[src/rtl/bist_pkg.sv]
// bist_pkg
//   Shared definitions for the BIST response-compaction slice: default
//   widths and the controller FSM state encoding.
//   No ports.
package bist_pkg;

    localparam int DEF_N     = 8;
    localparam int DEF_CNT_W = 16;

    typedef enum logic [2:0] {
        IDLE  = 3'd0,
        LOAD  = 3'd1,
        RUN   = 3'd2,
        CHECK = 3'd3,
        DONE  = 3'd4
    } state_t;

endpackage

[src/rtl/misr_reg.sv]
// misr_reg
//   n-bit multiple-input signature register in right-shift Galois form.
//   Ports:
//     clk, rst  clock and asynchronous active-high reset (sig clears to 0)
//     load      load seed into the register (has priority over upd)
//     seed      initial signature value
//     upd       fold resp into the signature this cycle
//     poly      feedback taps
//     resp      response word to compact
//     sig       current signature
module misr_reg #(
    parameter int n = 8
) (
    input  logic         clk,
    input  logic         rst,
    input  logic         load,
    input  logic [n-1:0] seed,
    input  logic         upd,
    input  logic [n-1:0] poly,
    input  logic [n-1:0] resp,
    output logic [n-1:0] sig
);

    logic [n-1:0] next_sig;

    // sig[0] is the bit shifted out; it feeds back into the MSB and into
    // every lower stage whose tap is set.
    always_comb begin
        next_sig = '0;
        for (int i = 0; i < n - 1; i++) begin
            next_sig[i] = (sig[0] & poly[i]) ^ sig[i+1] ^ resp[i];
        end
        next_sig[n-1] = sig[0] ^ resp[n-1];
    end

    always_ff @(posedge clk or posedge rst) begin
        if (rst) begin
            sig <= '0;
        end else if (load) begin
            sig <= seed;
        end else if (upd) begin
            sig <= next_sig;
        end
    end

endmodule

[src/rtl/bist_misr_ctrl.sv]
// bist_misr_ctrl
//   BIST response-compaction controller. Reloads and enables the upstream
//   pattern generator, compacts num_pat valid CUT responses into a MISR
//   and compares the final signature against golden.
//   Ports:
//     clk, rst     clock and asynchronous active-high reset
//     start        begin a session (only honoured in IDLE or DONE)
//     num_pat      number of responses to compact (sampled in LOAD)
//     poly         MISR feedback taps
//     seed         MISR initial value (sampled in LOAD)
//     golden       expected signature (sampled in CHECK)
//     resp_valid   resp holds a valid response this cycle
//     resp         CUT response word
//     gen_rst      one-cycle generator reload pulse
//     lfsr_en      generator advance enable
//     busy         session in progress
//     done         result valid
//     pass         signature matched golden (meaningful when done)
//     signature    current MISR contents (only with MISR_SIG_OUT_EN defined)
//   Optional feature macro: MISR_SIG_OUT_EN
module bist_misr_ctrl
    import bist_pkg::*;
#(
    parameter int n     = DEF_N,
    parameter int CNT_W = DEF_CNT_W
) (
    input  logic             clk,
    input  logic             rst,
    input  logic             start,
    input  logic [CNT_W-1:0] num_pat,
    input  logic [n-1:0]     poly,
    input  logic [n-1:0]     seed,
    input  logic [n-1:0]     golden,
    input  logic             resp_valid,
    input  logic [n-1:0]     resp,
    output logic             gen_rst,
    output logic             lfsr_en,
    output logic             busy,
    output logic             done,
    output logic             pass
`ifdef MISR_SIG_OUT_EN
    ,
    output logic [n-1:0]     signature
`endif
);

    localparam logic [CNT_W-1:0] CNT_ONE = CNT_W'(1);

    state_t           state, next_state;
    logic [CNT_W-1:0] cnt;
    logic             pass_r;
    logic [n-1:0]     sig;
    logic             sig_load, sig_upd;

    assign sig_load = (state == LOAD);
    assign sig_upd  = (state == RUN) && resp_valid;

    misr_reg #(.n(n)) u_misr (
        .clk  (clk),
        .rst  (rst),
        .load (sig_load),
        .seed (seed),
        .upd  (sig_upd),
        .poly (poly),
        .resp (resp),
        .sig  (sig)
    );

`ifdef MISR_SIG_OUT_EN
    assign signature = sig;
`endif

    always_ff @(posedge clk or posedge rst) begin
        if (rst) begin
            state <= IDLE;
        end else begin
            state <= next_state;
        end
    end

    // RUN is left on the response that brings the count down from 1, so
    // the counter never has to pass through zero.
    always_comb begin
        next_state = state;
        case (state)
            IDLE:    if (start) next_state = LOAD;
            LOAD:    next_state = (num_pat == '0) ? CHECK : RUN;
            RUN:     if (resp_valid && (cnt == CNT_ONE)) next_state = CHECK;
            CHECK:   next_state = DONE;
            DONE:    if (start) next_state = LOAD;
            default: next_state = IDLE;
        endcase
    end

    always_comb begin
        gen_rst = 1'b0;
        lfsr_en = 1'b0;
        busy    = 1'b0;
        done    = 1'b0;
        pass    = 1'b0;
        case (state)
            LOAD: begin
                gen_rst = 1'b1;
                busy    = 1'b1;
            end
            RUN: begin
                lfsr_en = 1'b1;
                busy    = 1'b1;
            end
            CHECK: begin
                busy = 1'b1;
            end
            DONE: begin
                done = 1'b1;
                pass = pass_r;
            end
            default: ;
        endcase
    end

    // Remaining-response counter and the registered compare result.
    always_ff @(posedge clk or posedge rst) begin
        if (rst) begin
            cnt    <= '0;
            pass_r <= 1'b0;
        end else begin
            if (state == LOAD) begin
                cnt <= num_pat;
            end else if (sig_upd && (cnt != '0)) begin
                cnt <= cnt - CNT_ONE;
            end
            if (state == CHECK) begin
                pass_r <= (sig == golden);
            end
        end
    end

endmodule

[config.mk]
export PLATFORM = sky130hd
export DESIGN_NAME = bist_misr_ctrl
export DESIGN_NICKNAME = d
export VERILOG_FILES = /design/src/rtl/bist_pkg.sv /design/src/rtl/misr_reg.sv /design/src/rtl/bist_misr_ctrl.sv
export SDC_FILE = /design/constraint.sdc
export NUM_CORES = 1
export LEC_CHECK = 0
export CORE_UTILIZATION = 30
export DETAILED_ROUTE_END_ITERATION = 8
export PLACE_DENSITY = 0.52
export SLEW_MARGIN = 10
export SYNTH_ARGS = -nofsm -noshare
export SYNTH_HDL_FRONTEND = slang
export SYNTH_HIERARCHICAL = 1
export SYNTH_SLANG_ARGS = --single-unit
[constraint.sdc]
create_clock -name clk -period 2.65 [get_ports clk]
set_input_delay 0.53 -clock clk [delete_from_list [all_inputs] [get_ports clk]]
set_output_delay 0.53 -clock clk [all_outputs]
set_load 0.1 [all_outputs]
==> results_dict.tcl, run 1 <==
set metrics [dict create \
    clock_path_buffers 2 \
    numCtsBuffers 3 \
    design_area_um2 2610 \
    synthArstFlopShare_pct 100 \
    placement.cell_area_um2 2570 \
    syn-num-nets 269 \
    fin_crit_sh_pct 91.7 \
    antenna_left 0 \
    die_h_um 82.0 \
    pin_count 57 \
    worst_slew_pin_slew_ns 0.558 \
    fp-row-count 28 \
    synth_area_um2 1920 \
    period_needed_ns 2.43 \
    grt_max_degree 28 \
    worst-path-buf-inv 1 \
    num_vias 1797 \
    setup_slack_ns 0.219 \
    drt_pass1_iterations 4 \
    powerDensity_nw_per_um2 955 \
    setup_violations 0 \
    start_util_pct 31.7 \
    critPathRequiredTime_ns 2.81 \
    clock.fmax_mhz 411 \
    crit_type "flip-flop to flip-flop" \
    nFillCells 629 \
    slew_viol_final 0 \
    synthCells 215 \
    portBuffers 55 \
    final_net_count 329 \
    tritoncts "built" \
    synth_cell_types 48 \
    viasPerCell 5.16 \
    path_clk_slew_ns 0.10 \
    globalplace.congestion 0.770 \
    grt_usage_pct 16.8 \
    maxCapViolations 0 \
    htree_levels 1 \
    yosys_warnings 6 \
    start_kind "flip-flop" \
    yosys_most_used_dff "dfrtp_1" \
    wl_um 5200 \
    die_x_um 82.0 \
    drc 0 \
    cp-end-kind "flip-flop" \
    synth-edff-count 0 \
    die_area_um2 6720 \
    area_delta_synth_final_pct 35.9 \
    synth.avg_cell_area_um2 8.93 \
    grt_pass1_wl_um 8470 \
    crit_arrival_ns 2.59 \
    diodes 0 \
    grt_pass1_vias 1712 \
    cts.repair.resized 0 \
    wire_per_inst_um 14.9 \
    grt_overflow_total 0 \
    slew_headroom_pct 62.5 \
    hold_path.class "flip-flop to flip-flop" \
    drive_gt1_share_pct 9.52 \
    cp_cell_sequence "inv_1 > ha_1 > or3b_2 > nor4_4 > or2b_4 > o21ai_0 > a221o_1" \
    p_leak_uw 0.00103 \
    postCtsHoldBufs 0 \
    clock_latency_ns 0.28 \
    drt-initial-drc-count 101 \
    place_hpwl_um 4060 \
    post-cts-setup-buffer-count 0 \
    fp.coreArea_um2 6060 \
    crit_slowest_cell "or3b_2" \
    outcome "complete, no violations" \
    antenna_found_initial 0 \
    cts-root-buf "clkbuf_8" \
    worstPathMaxFanout 12 \
    clock_sinks 28 \
    ir_drop_mv 0.654 \
    cp_top_family "simple AND/OR/NAND/NOR gates" \
    place_ws_ns 0.260 \
    hold_viol 0 \
    rsz0062_at_grt "false" \
    skew_ns 0.00417 \
    synth_seq_area_share_pct 36.5 \
    slowest_delay_ns 0.52 \
    synth-seq-cells 28 \
]
logic make-up (layout without fill, tap and decap cells):
logic type,Yosys count,after routing,synth area share (%)
buffers and inverters,18,76,5.54
xor gates and xnor gates,22,22,10.0
adders and majority gates,2,2,1.30
muxes,1,1,0.522
DFF,28,28,36.5
and+or+nand+nor,87,87,27.1
AOI/OAI and AO/OA,57,57,19.0
area by class of cell:
type                    instances  area (um2)  share of cell area [%]
inverters                      10        37.5                    1.44
well taps                      75        93.8                    3.60
clock buffers                   3        41.3                    1.58
multi-input cells             169        1120                    43.1
repair buffers                 63         611                    23.4
flip-flops and latches         28         701                    26.9
placed cells by master (no fill, tap or decap), types with 8 or more instances in the layout:
cell             count
a21oi_1             13
buf_4               12
clkdlybuf4s50_1     50
dfrtp_1             28
inv_1                9
nand2_1             22
nor2_1              15
nor4_1               8
o21ai_0             12
o21ai_1              8
xnor2_1             20
path summary, 6_finish.rpt:
kind / from / end / slack [ns] / cells after the start
setup / recovery: cnt[1]$_DFFE_PP0P_ / cnt[7]$_DFFE_PP0P_ / 0.22 / 7
hold / removal: pass_r$_DFFE_PP0P_ / pass_r$_DFFE_PP0P_ / 0.48 / 2
setup reg to reg: cnt[1]$_DFFE_PP0P_ / cnt[7]$_DFFE_PP0P_ / 0.22 / 7
hold reg to reg: pass_r$_DFFE_PP0P_ / pass_r$_DFFE_PP0P_ / 0.48 / 2
max in group asynchronous: rst / cnt[15]$_DFFE_PP0P_ / 1.60 / 3
min in group asynchronous: rst / u_misr/sig[7]$_DFFE_PP0P_ / 0.52 / 2
layer usage:
| metal | part of all wire [%] | vias up | global-route usage (%) |
|---|---|---|---|
| met4 | 0.92 | 0 | 4.56 |
| met1 | 48 | 839 | 23.7 |
| met5 | 0 | - | 0 |
| met2 | 47 | 49 | 26.4 |
| met3 | 3.7 | 4 | 2.78 |
| li1 | - | 905 | - |
cells in the mapped netlist (5+ instances only):
library cell	count	share of area, %
nand2_1	22	4.3
dfrtp_1	28	37
inv_1	9	1.8
nor2_1	15	2.9
o21ai_0	12	3.1
xnor2_1	20	9.1
a21oi_1	13	3.4
nor4_1	8	2.6
nor3_1	5	1.3
or4_1	6	2.3
o21ai_1	8	2.1
nor3b_1	8	3.1
worst min-delay path, stage by stage (launching register included):
cell and delay (ns):
dfrtp_1 0.35, nand2_1 0.05, o31ai_1 0.05
per-stage QoR:
stage	util, %	cells	setup TNS [ns]	total power, uW	hold WS, ns
CTS	43.0	348	0	2520	0.496
floorplan	-	215	-0.186	1910	0.346
finish	43.0	348	0	2490	0.484
detailed placement	42.3	345	0	2270	0.473
global route	43.0	348	0	2710	0.535
global placement	42.3	345	0	2270	0.459
report_power, final:
part	total [uW]	leakage, uW	internal [uW]	switching, uW
clock	236	0.0000216	102	134
combinational	1390	0.000666	621	772
sequential	862	0.000347	620	242
total	2490	0.00103	1340	1150
registers in the layout, indices dropped and copies added, names as in the netlist:
| signal | cells |
|---|---|
| cnt | 16 |
| pass_r | 1 |
| state | 3 |
| u_misr/sig | 8 |
No activity file was read; power rests on OpenSTA's default activity.
==> inputs of run 2 (changes only) <==
- PLACE_DENSITY: 0.52 -> 0.54
- clock period: 2.65 -> 2.2 ns (I/O delays scaled with it)
==> run 2 against run 1 <==
  * Non-clock buffer count increased by 16
  * Power is 35% higher
  * Final cell count up 5.2%
  * Critical path depth shrank 2
  * Global-route usage increased by 0.72 points
  * First-iteration DRC count is 35% higher
  * Routed wire length rose by 5.0%
  * Combinational power is 47% higher
==> results_dict.tcl, run 2 (synthesis gave the netlist of run 1 again) <==
set metrics [dict create \
    layout_commonest_cell "clkdlybuf4s50_1" \
    top_regs "cnt: 16 flops, u_misr/sig: 8 flops, state: 3 flops" \
    nFillCells 582 \
    clock_latency_ns 0.28 \
    setup_violations 0 \
    globalplace.congestion 0.815 \
    clock.fmax_mhz 466 \
    diodes 0 \
    wl_um 5460 \
    num_vias 1853 \
    pin_count 57 \
    period_needed_ns 2.14 \
    fin_tns_setup_ns 0 \
    setup_slack_ns 0.0556 \
    die_h_um 82.0 \
    final_net_count 346 \
    powerDensity_nw_per_um2 1180 \
    grt_pass1_vias 1780 \
    postCtsHoldBufs 0 \
    fp-row-count 28 \
    htree_levels 1 \
    skew_ns 0.00434 \
    cp-end-kind "flip-flop" \
    slew_viol_final 0 \
    drive_gt1_share_pct 17.2 \
    fin_crit_sh_pct 97.5 \
    critPathRequiredTime_ns 2.37 \
    die_area_um2 6720 \
    fp.coreArea_um2 6060 \
    drc 0 \
    portBuffers 55 \
    drt-initial-drc-count 136 \
    antenna_found_initial 0 \
    grt_max_degree 30 \
    slew_headroom_pct 65.4 \
    worstPathMaxFanout 5 \
    p_leak_uw 0.00115 \
    die_x_um 82.0 \
    start_kind "flip-flop" \
    final_cell_mix "clkdlybuf4s50_1, dfrtp_1, buf_4" \
    hold_viol 0 \
    grt_pass1_wl_um 8860 \
    antenna_left 0 \
    tritoncts "built" \
    largest-register "cnt" \
    clock_path_buffers 2 \
    crit_type "flip-flop to flip-flop" \
    largest_register_ffs 16 \
    area_delta_synth_final_pct 47.8 \
    crit_arrival_ns 2.31 \
    place_hpwl_um 4200 \
    maxCapViolations 0 \
    outcome "complete, no violations" \
    cts-root-buf "clkbuf_8" \
    grt_overflow_total 0 \
    numCtsBuffers 3 \
    place_ws_ns -0.0135 \
    wire_per_inst_um 14.9 \
    path_clk_slew_ns 0.10 \
    rsz0062_at_grt "false" \
    worst_slew_pin_slew_ns 0.514 \
    grt_usage_pct 17.6 \
    drt_pass1_iterations 4 \
    start_util_pct 31.7 \
    clock_sinks 28 \
    hold_path.class "input pin to asynchronous set/reset pin" \
    ir_drop_mv 0.761 \
    viasPerCell 5.06 \
]
run 2: critical path: stages, from the launching register on:
cell and delay [ns]:
dfrtp_1 0.43, or4_1 0.67, nor4_4 0.31, or2b_4 0.21, o21ai_0 0.09, a221o_1 0.33
run 2: what timing repair did:
item                       4_1_cts  5_1_grt
cloned                           1        0
gates resized for setup          2        1
pin swaps                        1        0
setup buffers                    1        0
setup endpoints to repair        4        7
run 2: cell type report:
cell class              count  area, um2  area share (%)
well taps                  75       93.8            3.31
multi-input cells         170       1150            40.6
flip-flops and latches     28        701            24.7
inverters                  10       42.5            1.50
repair buffers             79        793            28.0
clock buffers               4       55.1            1.94
run 2: per-layer routing:
layer,track usage [%],wire (um),vias up,part of all wire [%]
li1,-,-,943,-
met1,24.5,2640,866,48
met2,28.2,2600,40,48
met3,2.67,176,4,3.2
met4,4.04,45,0,0.82
met5,0,0,-,0
run 2: through the flow:
stage / std cells / utilization [%] / instance area (um2) / total power (uW) / hold WS (ns)
6_report: 366 / 46.8 / 2840 / 3350 / 0.431
5_1_grt: 366 / 46.8 / 2840 / 3620 / 0.453
4_1_cts: 366 / 46.8 / 2830 / 3370 / 0.430
3_5_place_dp: 360 / 45.6 / 2760 / 3000 / 0.474
3_3_place_gp: 360 / 45.6 / 2760 / 2990 / 0.458
2_1_floorplan: 215 / - / 1950 / 2320 / 0.256
run 2: where the power goes:
group | total (uW) | switching (uW) | internal [uW]
Sequential | 985 | 238 | 746
Clock | 327 | 166 | 161
Combinational | 2040 | 1060 | 975
run 2: final timing paths:
kind / slack (ns) / start / cells past startpoint / to
min in group clk: 0.49 / pass_r$_DFFE_PP0P_ / 2 / pass_r$_DFFE_PP0P_
worst max register to register: 0.06 / cnt[9]$_DFFE_PP0P_ / 5 / cnt[11]$_DFFE_PP0P_
worst min register to register: 0.49 / pass_r$_DFFE_PP0P_ / 2 / pass_r$_DFFE_PP0P_
max in group asynchronous: 1.47 / rst / 3 / cnt[14]$_DFFE_PP0P_
worst max-delay path: 0.06 / cnt[9]$_DFFE_PP0P_ / 5 / cnt[11]$_DFFE_PP0P_
worst min-delay path: 0.43 / rst / 2 / u_misr/sig[7]$_DFFE_PP0P_
==> inputs of run 3 (changes only) <==
- SLEW_MARGIN: 10 -> 20
==> results of run 3 <==
The final DEF is identical to that of run 2; final timing and power are the same.
